`src/rtl/pc_redirect_unit.sv`:
```
// ---------------------------------------------------------------------------
// pc_redirect_unit
//
// Purpose:
//   Fetch-side owner of the program counter. Consumes the resolved jump
//   target from the EX-stage jump selector, drives the instruction-memory
//   address, applies redirects and squashes wrong-path instructions by
//   holding IF/ID and ID/EX flushes for FLUSH_CYCLES unstalled cycles.
//   A redirect that arrives while the hazard unit stalls is parked and
//   applied when the stall releases.
//
// Interface (all timing relative to the rising edge of clk):
//   There is no valid/ready handshake here. j_req is a single-cycle pulse
//   that qualifies j_addr in the same cycle and is always accepted. stall
//   freezes the PC and the flush countdown. It never drops a request; a
//   request seen during stall is parked until the stall releases.
//
// Ports:
//   clk            in   1      system clock
//   rst_n          in   1      synchronous active-low reset
//   stall          in   1      hazard-unit stall; PC and flush count hold
//   j_req          in   1      jump taken this cycle (pulse from EX)
//   j_addr         in   32     resolved jump target, valid with j_req
//   imem_addr      out  32     current PC (registered)
//   pc_plus4       out  32     imem_addr + 4, combinational
//   if_valid       out  1      fetch at imem_addr is on the correct path
//   flush_if_id    out  1      synchronous clear of IF/ID
//   flush_id_ex    out  1      synchronous clear of ID/EX
//   redirect_busy  out  1      high while in HOLD or FLUSH
//   misalign_err   out  1      sticky, a target with [1:0] != 0 was seen
//   redirect_cnt   out  CNT_W  saturating count of applied redirects
//   dbg_state      out  2      current FSM state (RUN=0, HOLD=1, FLUSH=2)
// ---------------------------------------------------------------------------
module pc_redirect_unit #(
  parameter logic [31:0] RESET_PC     = 32'h0000_0000,
  parameter int unsigned FLUSH_CYCLES = 2,
  parameter int unsigned CNT_W        = 16
) (
  input  logic             clk,
  input  logic             rst_n,
  input  logic             stall,
  input  logic             j_req,
  input  logic [31:0]      j_addr,
  output logic [31:0]      imem_addr,
  output logic [31:0]      pc_plus4,
  output logic             if_valid,
  output logic             flush_if_id,
  output logic             flush_id_ex,
  output logic             redirect_busy,
  output logic             misalign_err,
  output logic [CNT_W-1:0] redirect_cnt,
  output logic [1:0]       dbg_state
);

  typedef enum logic [1:0] {
    ST_RUN   = 2'd0,
    ST_HOLD  = 2'd1,
    ST_FLUSH = 2'd2
  } state_t;

  // FLUSH_CYCLES is limited to 1..7, so a 3-bit countdown is enough.
  localparam logic [2:0] FLUSH_INIT = 3'(FLUSH_CYCLES);

  state_t             state_q, state_d;
  logic [31:0]        pc_q, pc_d;
  logic [31:0]        pending_q, pending_d;
  logic [2:0]         cnt_q, cnt_d;
  logic               flush_q, flush_d;
  logic               if_valid_q, if_valid_d;
  logic               busy_q, busy_d;
  logic               misalign_q, misalign_d;
  logic [CNT_W-1:0]   redir_cnt_q, redir_cnt_d;

  logic [31:0]        target;
  logic [31:0]        pc_inc;
  logic               apply_redirect;

  // Low address bits are forced to zero; misalignment is only flagged.
  assign target = {j_addr[31:2], 2'b00};
  assign pc_inc = pc_q + 32'd4;

  // -------------------------------------------------------------------------
  // Next-state logic
  // -------------------------------------------------------------------------
  always_comb begin
    state_d        = state_q;
    pc_d           = pc_q;
    pending_d      = pending_q;
    cnt_d          = cnt_q;
    apply_redirect = 1'b0;

    unique case (state_q)
      ST_RUN, ST_FLUSH: begin
        if (j_req) begin
          if (!stall) begin
            // Redirect now; a redirect during FLUSH restarts the countdown.
            pc_d           = target;
            cnt_d          = FLUSH_INIT;
            state_d        = ST_FLUSH;
            apply_redirect = 1'b1;
          end else begin
            pending_d = target;
            state_d   = ST_HOLD;
          end
        end else if (!stall) begin
          pc_d = pc_inc;
          if (state_q == ST_FLUSH) begin
            // The edge that consumes the last flush cycle returns to RUN,
            // so flushes are seen for exactly FLUSH_CYCLES unstalled cycles.
            if (cnt_q <= 3'd1) begin
              cnt_d   = 3'd0;
              state_d = ST_RUN;
            end else begin
              cnt_d = cnt_q - 3'd1;
            end
          end
        end
      end

      ST_HOLD: begin
        // Latest request wins, including one arriving on the release cycle.
        if (j_req) begin
          pending_d = target;
        end
        if (!stall) begin
          pc_d           = j_req ? target : pending_q;
          cnt_d          = FLUSH_INIT;
          state_d        = ST_FLUSH;
          apply_redirect = 1'b1;
        end
      end

      default: begin
        state_d = ST_RUN;
      end
    endcase
  end

  // Registered outputs are decoded from the next state so they line up
  // with the PC they describe.
  always_comb begin
    flush_d     = (state_d == ST_FLUSH);
    if_valid_d  = (state_d == ST_RUN);
    busy_d      = (state_d != ST_RUN);
    misalign_d  = misalign_q | (j_req & (j_addr[1:0] != 2'b00));
    redir_cnt_d = redir_cnt_q;
    if (apply_redirect && (redir_cnt_q != {CNT_W{1'b1}})) begin
      redir_cnt_d = redir_cnt_q + 1'b1;
    end
  end

  // -------------------------------------------------------------------------
  // State and output registers
  // -------------------------------------------------------------------------
  always_ff @(posedge clk) begin
    if (!rst_n) begin
      state_q     <= ST_RUN;
      pc_q        <= RESET_PC;
      pending_q   <= 32'd0;
      cnt_q       <= 3'd0;
      flush_q     <= 1'b0;
      if_valid_q  <= 1'b1;
      busy_q      <= 1'b0;
      misalign_q  <= 1'b0;
      redir_cnt_q <= '0;
    end else begin
      state_q     <= state_d;
      pc_q        <= pc_d;
      pending_q   <= pending_d;
      cnt_q       <= cnt_d;
      flush_q     <= flush_d;
      if_valid_q  <= if_valid_d;
      busy_q      <= busy_d;
      misalign_q  <= misalign_d;
      redir_cnt_q <= redir_cnt_d;
    end
  end

  assign imem_addr     = pc_q;
  assign pc_plus4      = pc_inc;
  assign if_valid      = if_valid_q;
  assign flush_if_id   = flush_q;
  assign flush_id_ex   = flush_q;
  assign redirect_busy = busy_q;
  assign misalign_err  = misalign_q;
  assign redirect_cnt  = redir_cnt_q;
  assign dbg_state     = state_q;

endmodule
```
`config.mk`:
```
export PLATFORM = sky130hd
export DESIGN_NAME = pc_redirect_unit
export DESIGN_NICKNAME = d
export VERILOG_FILES = /design/src/rtl/pc_redirect_unit.sv
export SDC_FILE = /design/constraint.sdc
export NUM_CORES = 1
export LEC_CHECK = 0
export ABC_AREA = 1
export CAP_MARGIN = 20
export CORE_UTILIZATION = 46
export CTS_CLUSTER_DIAMETER = 30
export CTS_CLUSTER_SIZE = 8
export DETAILED_ROUTE_END_ITERATION = 10
export PLACE_DENSITY = 0.89
export SETUP_SLACK_MARGIN = 0.4
export SLEW_MARGIN = 20
export SYNTH_ARGS = -nofsm -noshare
export SYNTH_HDL_FRONTEND = slang
export SYNTH_SLANG_ARGS = --single-unit
```
`constraint.sdc`:
```
create_clock -name clk -period 1.78 [get_ports clk]
set_clock_uncertainty 0.15 [all_clocks]
set_input_delay 0.445 -clock clk [delete_from_list [all_inputs] [get_ports clk]]
set_output_delay 0.445 -clock clk [all_outputs]
set_load 0.005 [all_outputs]
```
==> results of run 1 <==
==> Yosys cell counts (all sizes together) <==
master     n  area [um^2]
clkbuf    23         86.3
clkinv     1         3.75
buf       20          123
xor2      15          131
a31oi      5         31.3
nor2      71          309
a21oi    131          656
ha         4         50.1
nand2    237          900
inv       55          206
xnor2      8         70.1
nor3       5         30.0
a211oi     3         22.5
o21ai     69          360
dfxtp     89         1780
o211ai     3         22.5
nand3     27          135
nand4      4         25.0
or2        2         12.5
o21bai     1         7.51
o2111ai    2         17.5
and2       2         12.5
nand3b     4         30.0
o211a     23          230
==> kinds of logic after synthesis <==
logic type / count (synthesis)
xor gates and xnor gates: 23
and+or+nand+nor: 352
adders and majority gates: 4
buffers and inverters: 99
DFF: 89
AOI/OAI and AO/OA: 237
==> metrics by stage <==
step | setup WS (ns) | TNS (ns)
floorplan | 0.0244 | 0
global placement | -0.541 | -38.98
detailed placement | -0.592 | -42.35
CTS | -0.626 | -14.35
==> timing repair <==
action / CTS
cloned: 10
resized for setup: 689
setup buffers: 106
pin swaps: 88
endpoints found under the setup margin: 176
==> results_dict.tcl, run 1 <==
set metrics [dict create \
    dp.cells 1109 \
    haltStage "5_1_grt" \
    synth.area.mux_share_pct 0 \
    clkSinkCount 89 \
    synth_warnings 0 \
    placed_area_um2 7450 \
    syn-instance-count 804 \
    synth_top_family_by_area "simple AND/OR/NAND/NOR gates" \
    seq_area_frac_synth_pct 33.9 \
    synth-compound-area-share_pct 25.6 \
    pin_count 123 \
    synth_cell_types 35 \
    synth-simple-area-share_pct 27.7 \
    syn_avg_cell_area_um2 6.53 \
    rows 38 \
    numPortBuffers 122 \
    status "did not finish" \
    initial_utilization_pct 47.8 \
    synth_fp_nets 844 \
    endpoint_type "output port" \
    cts_hold_buf 0 \
    gp_congestion 0.954 \
    die_w_um 109 \
    postGrtWorstEndpoint "pc_plus4[15]" \
    synth_area_um2 5250 \
    clock_path_buffers 2 \
    error_line "[ERROR DPL-0038] Utilization greater than 100%, impossible to legalize" \
    yosys.area_share.xor_xnor_pct 3.83 \
    hpwl_um 12500 \
    htreeDepth 3 \
    dieHeight_um 109 \
    cts_buffers 9 \
    synth_fa_ha_area_share_pct 0.953 \
    root_buffer "clkbuf_16" \
    synth_seq_cells 89 \
    grt_max_degree 67 \
]
==> run 2: changes to the inputs <==
--- a/config.mk
+++ b/config.mk
@@ -7,12 +7,9 @@
 export LEC_CHECK = 0
 export ABC_AREA = 1
 export CAP_MARGIN = 20
-export CORE_UTILIZATION = 46
-export CTS_CLUSTER_DIAMETER = 30
-export CTS_CLUSTER_SIZE = 8
+export CORE_UTILIZATION = 40
 export DETAILED_ROUTE_END_ITERATION = 10
-export PLACE_DENSITY = 0.89
-export SETUP_SLACK_MARGIN = 0.4
+export PLACE_DENSITY_LB_ADDON = 0.15
 export SLEW_MARGIN = 20
 export SYNTH_ARGS = -nofsm -noshare
 export SYNTH_HDL_FRONTEND = slang
==> constraint.sdc (replaced) <==
create_clock -name clk -period 2.31 [get_ports clk]
set_clock_uncertainty 0.15 [all_clocks]
set_input_delay 0.5775 -clock clk [delete_from_list [all_inputs] [get_ports clk]]
set_output_delay 0.5775 -clock clk [all_outputs]
set_load 0.005 [all_outputs]
==> run 2 against run 1 <==
Net effect: the flow now finishes, with violations (negative setup slack); area after synthesis unchanged; synthesized cell count did not move.
==> results_dict.tcl, run 2 <==
set metrics [dict create \
    crit_fanout 5 \
    power_leakage_nw 3.36 \
    finalHoldViolations 0 \
    ir_worst_vdd_v 0.000381 \
    final_cell_mix "nand2_1 (206), a21oi_1 (131), clkdlybuf4s50_1 (93), dfxtp_1 (76), buf_4 (74)" \
    post-synth-top-count-cell "nand2_1" \
    cp_top_family "simple AND/OR/NAND/NOR gates" \
    syn_avg_cell_area_um2 6.53 \
    cts_tree "built" \
    synth_area_um2 5250 \
    power_mw 4.07 \
    sw_frac_of_total_pct 29.7 \
    hp-class "reg2reg" \
    clock_power_share_pct 34.2 \
    max_cap_violations 0 \
    worst_slack_ns -0.246 \
    rows 41 \
    critPathCaptureType "output port" \
    placed_area_um2 7110 \
    seq_area_frac_synth_pct 33.9 \
    root_buffer "clkbuf_16" \
    synth_fa_ha_area_share_pct 0.953 \
    finalCritPeriodShare_pct 111 \
    cts_buffers 9 \
    grt_max_degree 64 \
    synthToLayoutAreaGrowth_pct 52.0 \
    clkSinkCount 89 \
    synth_top_area_cell "dfxtp_1" \
    status "finished with violations" \
    p_per_area_nw_per_um2 510 \
    setup_viol 26 \
    synth_warnings 0 \
    die_w_um 117 \
    final_common_cell "nand2_1" \
    period_needed_ns 2.56 \
    crit_path_max_incr_delay_ns 0.46 \
    synth_edf_count 0 \
    clock.fmax_mhz 391 \
    p_comb_share_pct 23.4 \
    initial_utilization_pct 41.3 \
    dieHeight_um 117 \
    yosys.area_share.xor_xnor_pct 3.83 \
    critical_path.cell_chain "nand2_4, nor2_4, nand2_4, nor2_4, buf_6, or2_4, and2_4, buf_6" \
    final_area_um2 7990 \
    gp_congestion 0.873 \
    wl_um 17500 \
    clock_path_buffers 2 \
    rsz0062_at_grt "true" \
    crit_slowest_cell "dfxtp_2" \
    track_usage_pct 25.3 \
    place_ws_ns -0.328 \
    grt_pass1_vias 5231 \
    slew_viol_final 0 \
    n_fill_cell 1162 \
    hpwl_um 11700 \
    violations "negative setup slack" \
    cell_internal_pwr_mw 2.86 \
    synthFlopType "dfxtp_1" \
    crit_required_ns 1.58 \
    core_area_um2 12700 \
    htreeDepth 3 \
    synth_cell_types 35 \
    tns_ns -4.32 \
    p_switching_mw 1.21 \
    synth_top_area_share_pct 33.9 \
    vias_per_cell 5.17 \
    synth.area.mux_share_pct 0 \
    drt_pre_antenna_iters 8 \
    clk_latency_ns 0.35 \
    slew_headroom_pct 62.1 \
    cp-start-kind "flip-flop" \
    synth_fp_nets 844 \
    synth_seq_cells 89 \
    drc 0 \
    pin_count 123 \
    critPathBufInv 2 \
    r2r_slack_ns 0.37 \
    drtIter0Drc 422 \
    seqPwrFrac_pct 42.4 \
    vias 6057 \
    synth_top_family_by_area "simple AND/OR/NAND/NOR gates" \
    synthArstFlopShare_pct 0 \
    worstPathArrival_ns 1.83 \
    overflow 0 \
    synth.area.top_cells "dfxtp_1 (34%), nand2_1 (17%), a21oi_1 (12%), o21ai_0 (6.3%), nor2_1 (4.4%)" \
    dieArea_um2 13600 \
    numPortBuffers 122 \
    path_class "reg2out" \
    drtAntennaViolNets 0 \
    syn-instance-count 804 \
    drive_gt1_share_pct 24.8 \
    synth-simple-area-share_pct 27.7 \
    final_util_pct 62.8 \
    antenna_found_initial 1 \
    finalNetCount 1034 \
    tightest_slew_ns 0.568 \
    synth-compound-area-share_pct 25.6 \
    clkTransAtPathRegs_ns 0.06 \
    wl_per_cell_um 14.9 \
    cts_hold_buf 0 \
    synth_common_cells "nand2_1 (233), a21oi_1 (131), dfxtp_1 (89)" \
    grt_pass1_wl_um 26400 \
]
run 2: cell families after synthesis:
kind of cell	count (synthesis)
adder cells (fa/ha/maj)	4
flip-flops	89
buffers and inverters	99
XOR/XNOR	23
AND/OR/NAND/NOR	352
AO/OA/AOI/OAI	237
run 2: power groups by stage:
stage | clock (mW) | sequential, mW | combinational [mW]
after floorplan | 0 | 1.75 | 0.400
after detailed placement | 0 | 1.75 | 0.900
after global placement | 0 | 1.75 | 0.896
final | 1.39 | 1.73 | 0.953
after global routing | 1.48 | 1.74 | 1.04
after CTS | 1.42 | 1.72 | 0.919
run 2: worst register-to-register path, stage by stage, from the launching register on:
cell	delay (ns)
dfxtp_1	0.44
ha_1	0.30
inv_1	0.10
nor2_4	0.17
nand2_2	0.11
o21ai_4	0.19
buf_4	0.20
nand2_1	0.07
a21oi_1	0.14
run 2: cell type report:
cell class	count	area, um^2	share of cell area, %
Tap cell	172	215	2.70
Antenna cell	1	2.50	0.0313
Sequential cell	89	1800	22.5
Inverter	56	215	2.70
Clock buffer	9	225	2.82
Multi-Input combinational cell	616	3440	43.1
Timing Repair Buffer	222	2030	25.5
Clock inverter	7	52.6	0.658
run 2: metrics by stage:
step                      std cells  hold slack [ns]
after floorplan                 804            0.265
after global placement         1124            0.274
after detailed placement       1124            0.275
after CTS                      1161            0.284
after global routing           1172            0.298
final                          1172            0.284
run 2: worst paths after layout:
path                                                     end  depth (start not counted)                         start
worst min-delay path               pending_q[0]$_SDFFE_PN0P_                          2     pending_q[0]$_SDFFE_PN0P_
worst min register to register     pending_q[0]$_SDFFE_PN0P_                          2     pending_q[0]$_SDFFE_PN0P_
worst max-delay path                            pc_plus4[15]                          8     imem_addr[4]$_SDFFE_PN0P_
worst max register to register  redirect_cnt[8]$_SDFFE_PN0P_                          8  redirect_cnt[0]$_SDFFE_PN0P_
run 2: per-layer routing:
layer  track usage, %  vias up  routed length [um]
li1                 -     3047                   -
met4             8.69        0                 350
met1             35.9     2804                8240
met5                0        -                   0
met3             4.46       29                1080
met2             38.4      177                7830
run 2: timing repair:
| item | in CTS | in global routing |
|---|---|---|
| resized for setup | 183 | 49 |
| pin swaps | 32 | 31 |
| setup endpoints to repair | 28 | 28 |
| buffers inserted | 21 | 11 |
| hold endpoints to repair | 0 | 0 |
No activity file was read; power rests on OpenSTA's default activity.
==> run 3: changes to the inputs <==
--- a/config.mk
+++ b/config.mk
@@ -7,6 +7,7 @@
 export LEC_CHECK = 0
 export ABC_AREA = 1
 export CAP_MARGIN = 20
+export CORE_MARGIN = 1
 export CORE_UTILIZATION = 40
 export DETAILED_ROUTE_END_ITERATION = 10
 export PLACE_DENSITY_LB_ADDON = 0.15
==> results of run 3 <==
Same layout as run 2: the final DEF is identical, and so are final timing and power.
